[src/rtl/pong_engine.sv]
// Pong game engine: paddles, ball motion, collisions, scoring and serve/play/game-over sequencing.
// Everything advances only on in_frame_tick; all outputs are registers.
module pong_engine #(
   parameter int unsigned BAR_LENGTH   = 180,
   parameter int unsigned BAR_WIDTH    = 20,
   parameter int unsigned BALL_SIZE    = 20,
   parameter int unsigned BAR_SPEED    = 4,
   parameter int unsigned BALL_SPEED   = 2,
   parameter int unsigned SERVE_FRAMES = 60,
   parameter int unsigned MAX_SCORE    = 9
) (
   input  logic       in_clock,
   input  logic       in_reset,
   input  logic       in_frame_tick,
   input  logic       in_left_up,
   input  logic       in_left_down,
   input  logic       in_right_up,
   input  logic       in_right_down,
   output logic [8:0] out_left_bar_y,
   output logic [8:0] out_right_bar_y,
   output logic [9:0] out_ball_x,
   output logic [8:0] out_ball_y,
   output logic [3:0] out_score_left,
   output logic [3:0] out_score_right,
   output logic [1:0] out_state
);

   // Playfield geometry (640x480 screen)
   localparam int unsigned AW       = 11;
   localparam int unsigned CNT_W    = $clog2(SERVE_FRAMES + 1);
   localparam int unsigned BAR_MAX  = 480 - BAR_LENGTH;
   localparam int unsigned BAR_Y0   = (480 - BAR_LENGTH) / 2;
   localparam int unsigned X_MAX    = 640 - BALL_SIZE;
   localparam int unsigned Y_MAX    = 480 - BALL_SIZE;
   localparam int unsigned X_RIGHT  = 640 - BAR_WIDTH - BALL_SIZE;
   localparam int unsigned BALL_X0  = (640 - BALL_SIZE) / 2;
   localparam int unsigned BALL_Y0  = (480 - BALL_SIZE) / 2;

   typedef enum logic [1:0] {
      ST_SERVE    = 2'd0,
      ST_PLAY     = 2'd1,
      ST_GAMEOVER = 2'd2
   } state_t;

   state_t             state_q;
   logic [CNT_W-1:0]   serve_cnt;
   logic               dir_right;
   logic               dir_down;

   logic [AW-1:0]      bx, by, lbw, rbw;
   logic [AW-1:0]      nx, ny;
   logic               n_right, n_down;
   logic               ov_left, ov_right;
   logic               left_point, right_point;
   logic [8:0]         next_lb, next_rb;

   assign out_state = state_q;

   // Clamped paddle step; widened so the clamps never wrap
   function automatic logic [8:0] bar_step(input logic [8:0] y, input logic up, input logic dn);
      logic [AW-1:0] yw;
      yw = AW'(y);
      if (up && !dn)
         yw = (yw > AW'(BAR_SPEED)) ? yw - AW'(BAR_SPEED) : '0;
      else if (dn && !up)
         yw = (yw + AW'(BAR_SPEED) < AW'(BAR_MAX)) ? yw + AW'(BAR_SPEED) : AW'(BAR_MAX);
      return 9'(yw);
   endfunction

   // Next paddle/ball positions and collision outcome from pre-tick values
   always_comb begin
      bx          = AW'(out_ball_x);
      by          = AW'(out_ball_y);
      lbw         = AW'(out_left_bar_y);
      rbw         = AW'(out_right_bar_y);
      next_lb     = bar_step(out_left_bar_y, in_left_up, in_left_down);
      next_rb     = bar_step(out_right_bar_y, in_right_up, in_right_down);
      ov_left     = (by + AW'(BALL_SIZE) > lbw) && (by < lbw + AW'(BAR_LENGTH));
      ov_right    = (by + AW'(BALL_SIZE) > rbw) && (by < rbw + AW'(BAR_LENGTH));
      nx          = bx;
      ny          = by;
      n_right     = dir_right;
      n_down      = dir_down;
      left_point  = 1'b0;
      right_point = 1'b0;

      if (dir_down) begin
         if (by + AW'(BALL_SPEED) >= AW'(Y_MAX)) begin
            ny     = AW'(Y_MAX);
            n_down = 1'b0;
         end else begin
            ny = by + AW'(BALL_SPEED);
         end
      end else begin
         if (by <= AW'(BALL_SPEED)) begin
            ny     = '0;
            n_down = 1'b1;
         end else begin
            ny = by - AW'(BALL_SPEED);
         end
      end

      if (!dir_right) begin
         if (bx > AW'(BAR_WIDTH) && bx - AW'(BALL_SPEED) <= AW'(BAR_WIDTH) && ov_left) begin
            nx      = AW'(BAR_WIDTH);
            n_right = 1'b1;
         end else if (bx < AW'(BALL_SPEED)) begin
            right_point = 1'b1;
         end else begin
            nx = bx - AW'(BALL_SPEED);
         end
      end else begin
         if (bx < AW'(X_RIGHT) && bx + AW'(BALL_SPEED) >= AW'(X_RIGHT) && ov_right) begin
            nx      = AW'(X_RIGHT);
            n_right = 1'b0;
         end else if (bx + AW'(BALL_SPEED) > AW'(X_MAX)) begin
            left_point = 1'b1;
         end else begin
            nx = bx + AW'(BALL_SPEED);
         end
      end
   end

   // Game state machine and registered outputs, advanced once per frame tick
   always_ff @(posedge in_clock or posedge in_reset) begin
      if (in_reset) begin
         state_q         <= ST_SERVE;
         serve_cnt       <= '0;
         dir_right       <= 1'b1;
         dir_down        <= 1'b1;
         out_left_bar_y  <= 9'(BAR_Y0);
         out_right_bar_y <= 9'(BAR_Y0);
         out_ball_x      <= 10'(BALL_X0);
         out_ball_y      <= 9'(BALL_Y0);
         out_score_left  <= '0;
         out_score_right <= '0;
      end else if (in_frame_tick) begin
         case (state_q)
            ST_SERVE: begin
               out_left_bar_y  <= next_lb;
               out_right_bar_y <= next_rb;
               if (serve_cnt == CNT_W'(SERVE_FRAMES - 1)) begin
                  serve_cnt <= '0;
                  state_q   <= ST_PLAY;
               end else begin
                  serve_cnt <= serve_cnt + CNT_W'(1);
               end
            end
            ST_PLAY: begin
               out_left_bar_y  <= next_lb;
               out_right_bar_y <= next_rb;
               dir_down        <= n_down;
               if (left_point || right_point) begin
                  out_ball_x <= 10'(BALL_X0);
                  out_ball_y <= 9'(BALL_Y0);
                  serve_cnt  <= '0;
                  // Serve goes toward the player who just conceded
                  dir_right  <= left_point;
                  if (left_point) begin
                     out_score_left <= out_score_left + 4'd1;
                     state_q <= (out_score_left == 4'(MAX_SCORE - 1)) ? ST_GAMEOVER : ST_SERVE;
                  end else begin
                     out_score_right <= out_score_right + 4'd1;
                     state_q <= (out_score_right == 4'(MAX_SCORE - 1)) ? ST_GAMEOVER : ST_SERVE;
                  end
               end else begin
                  out_ball_x <= 10'(nx);
                  out_ball_y <= 9'(ny);
                  dir_right  <= n_right;
               end
            end
            default: ;
         endcase
      end
   end

endmodule
[config.mk]
export PLATFORM = sky130hd
export DESIGN_NAME = pong_engine
export DESIGN_NICKNAME = d
export VERILOG_FILES = /design/src/rtl/pong_engine.sv
export SDC_FILE = /design/constraint.sdc
export NUM_CORES = 1
export LEC_CHECK = 0
export ABC_AREA = 1
export BUFFER_PORTS_ARGS = -buffer_cell sky130_fd_sc_hd__buf_2
export CORE_ASPECT_RATIO = 0.7
export CORE_UTILIZATION = 35
export CTS_CLUSTER_DIAMETER = 80
export DETAILED_ROUTE_END_ITERATION = 8
export SLEW_MARGIN = 20
export SYNTH_ARGS = -nofsm -noshare
export SYNTH_HDL_FRONTEND = slang
export SYNTH_SLANG_ARGS = --single-unit
[constraint.sdc]
create_clock -name in_clock -period 2.7 [get_ports in_clock]
set_input_delay 0.405 -clock in_clock [delete_from_list [all_inputs] [get_ports in_clock]]
set_output_delay 0.405 -clock in_clock [all_outputs]
set_load 0.05 [all_outputs]
==> results.toml <==
[final_layout]
post-route-cell-area_um2 = 6610
finalNonFillerCells = 1060
layout.nets = 930
n_antenna_cell = 0
syn_to_final_growth_pct = 26.9
drive_gt1_frac = 0.279
mostFrequentLayoutCells = "nand2_1, inv_1, nor2_1"
layout_commonest_cell = "nand2_1"

[floorplanning]
die_area_um2 = 15400
io_pins = 54
die_height_um = 104
design.core.area_um2 = 14200
initial_core_util = 0.366
rows = 36
die_w_um = 148

[cts]
cts.clk_slew.worst_paths_ps = 80
cts_sinks = 51
cts_tree = "yes"
ctsLongestPathBuffers = 2
root_buffer = "clkbuf_16"
postCtsHoldBufs = 0
clock_latency_ps = 300
numCtsBuffers = 5
h-tree-depth = 2

[timing]
setup_viol = 32
report.final.slew_viol_count = 0
final_hold_viol_count = 0
setup_ws_ps = -196
min_period_ps = 2900
fmax_mhz = 345
rsz0062_at_grt = "true"
fin_skew_ps = 12.3
worstMarginPinSlew_ps = 665
relSlewSlack = 0.556
fin_crit_sh = 1.07

[drt]
route.detailed.wl_per_inst_um = 14.4
routed.top_layer = "met4"
via_count = 5358
routed_wl_um = 15200
wl_met2_um = 6060
drt_iter0_drc = 426
drc = 0
post_drt_via_cell_ratio = 5.05
antenna_left = 0
wl_met3_um = 1110
met1_length_um = 7950
drt_pass1_iterations = 5

[synth]
synth_edf_count = 0
async_flop_share = 1.00
synth_area_leaders = "dfrtp_1, ha_1, nand2_1"
ys_types = 47
synth-seq-cells = 51
synth_flop_cell = "dfrtp_1"
ys_warn_count = 0
yosysSeqAreaShare = 0.250
avgSynthCellArea_um2 = 6.86
synthCells = 760
synth_area_um2 = 5210
yosysTopAreaCellShare = 0.149
synth_top_area_cell = "dfrtp_1"

[global_routing]
grt_pass1_wl_um = 24400
grt.overflow.total = 0
grt_max_degree = 31
antenna_found_initial = 0
grt_pass1_vias = 4677
track_usage = 0.199

[setup_path]
worstReg2RegStart = "out_ball_y[3]"
worstPathRequired_ps = 2930
cp_data_arrival_time_ps = 3130
end_kind = "flip-flop"
critical_path_class = "flip-flop to flip-flop"
cp-start-kind = "flip-flop"
crit_fanout = 4
worstSetupStartpoint = "out_ball_y[3]"

[outcome]
failed_checks = "negative setup slack"
status = "finished with violations"

[power]
ir_worst_vdd_mv = 0.513
power.leakage_nw = 3.29
power_density_nw_per_um2 = 703
power_mw = 4.65

[placement]
dp_cells = 1047
dpl_cell_area_um2 = 6130
placement.io_buffers = 49
dp_hpwl_um = 11900
dp_worst_setup_slack_ps = -241
place.gp.congestion = 0.939

[hold_path]
hp-class = "input port to async pin"

[run]
maxCapViolCount = 0
registers in the layout, summed over array words and instances, names as in the netlist:
signal / cells
out_right_bar_y: 8
out_ball_x: 9
out_state: 2
out_score_right: 4
out_score_left: 4
dir_down: 1
out_ball_y: 8
serve_cnt: 6
out_left_bar_y: 8
dir_right: 1
power by group:
group / internal [mW] / switching [mW] / total, mW
registers: 0.921 / 0.189 / 1.11
clock network: 0.355 / 0.333 / 0.688
logic: 1.12 / 1.73 / 2.85
total: 2.40 / 2.25 / 4.65
worst max-delay path, stage by stage, from the launching register on:
cell	delay, ps
dfrtp_4	490
ha_4	170
or2_4	240
nand2_4	80
nor2_2	40
xor2_1	180
ha_1	350
nand2_1	80
inv_2	50
nand4_1	100
nand3_2	90
nand2_2	60
nor2_2	90
nand2_2	90
nand3_2	80
nand2_2	50
inv_2	90
nand2_8	80
buf_12	130
nor2_4	180
a21boi_1	90
cell type report:
type                       instances  area [um^2]
timing repair buffer             118          795
clock inverter                     3         27.5
tap                              190          238
inverter                          97          365
multi-input combinational        596         3750
sequential                        51         1320
fill                            1486         7620
clock buffer                       5          125
routing by layer:
layer,vias to the layer above,track usage
met5,-,0
met4,0,0.0272
met3,10,0.0338
met2,171,0.272
met1,2460,0.321
li1,2717,-
worst paths after layout:
check | end | slack [ps] | depth (start not counted)
max reg2reg | out_ball_x[2] | -200 | 20
min | out_score_left[3] | 180 | 2
max | out_ball_x[2] | -200 | 20
min in group in_clock | out_score_right[3] | 500 | 1
min reg2reg | out_score_right[3] | 500 | 1
max in group asynchronous | out_ball_y[5] | 1770 | 3
repair_timing:
| action | 4_1_cts | 5_1_grt |
|---|---|---|
| pin swaps | 22 | 19 |
| gates resized for setup | 33 | 35 |
| endpoints found under the setup margin | 32 | 35 |
| setup buffers | 2 | 2 |
| gates cloned | 1 | 0 |
| hold endpoints to repair | 0 | 0 |
logic make-up (layout without fill, tap and decap cells):
family                   after synthesis  in the layout  synth area share
AND/OR/NAND/NOR                      368            369             0.312
other                                  1              4          0.000719
flip-flops                            51             51             0.250
multiplexers                           1              1           0.00216
AO/OA/AOI/OAI                        127            127             0.144
adder cells (fa/ha/maj)               54             54             0.130
buffers and inverters                117            223            0.0929
XOR/XNOR                              41             41            0.0689
per-stage QoR:
stage               setup TNS, ps   util  hold slack, ps
floorplan                    -953      -             498
global placement            -4840  0.431             483
detailed placement          -5040  0.431             487
CTS                         -2100  0.452             212
global route                -9610  0.465             242
finish                      -3600  0.465             185
synthesized netlist by cell type, drive strengths merged, types with 2 or more instances:
master  count
nand2     194
inv        95
nor2       84
ha         54
o21ai      53
nand3      51
xor2       40
a21oi      36
dfrtp      31
nand4      21
dfstp      20
buf        12
a22oi       9
clkbuf      8
nor3        8
a31oi       6
a21boi      4
nand3b      4
o31ai       4
or2         4
a21o        3
o211ai      3
o22ai       3
a211oi      2
clkinv      2
Power figures use the tool's default switching activity.
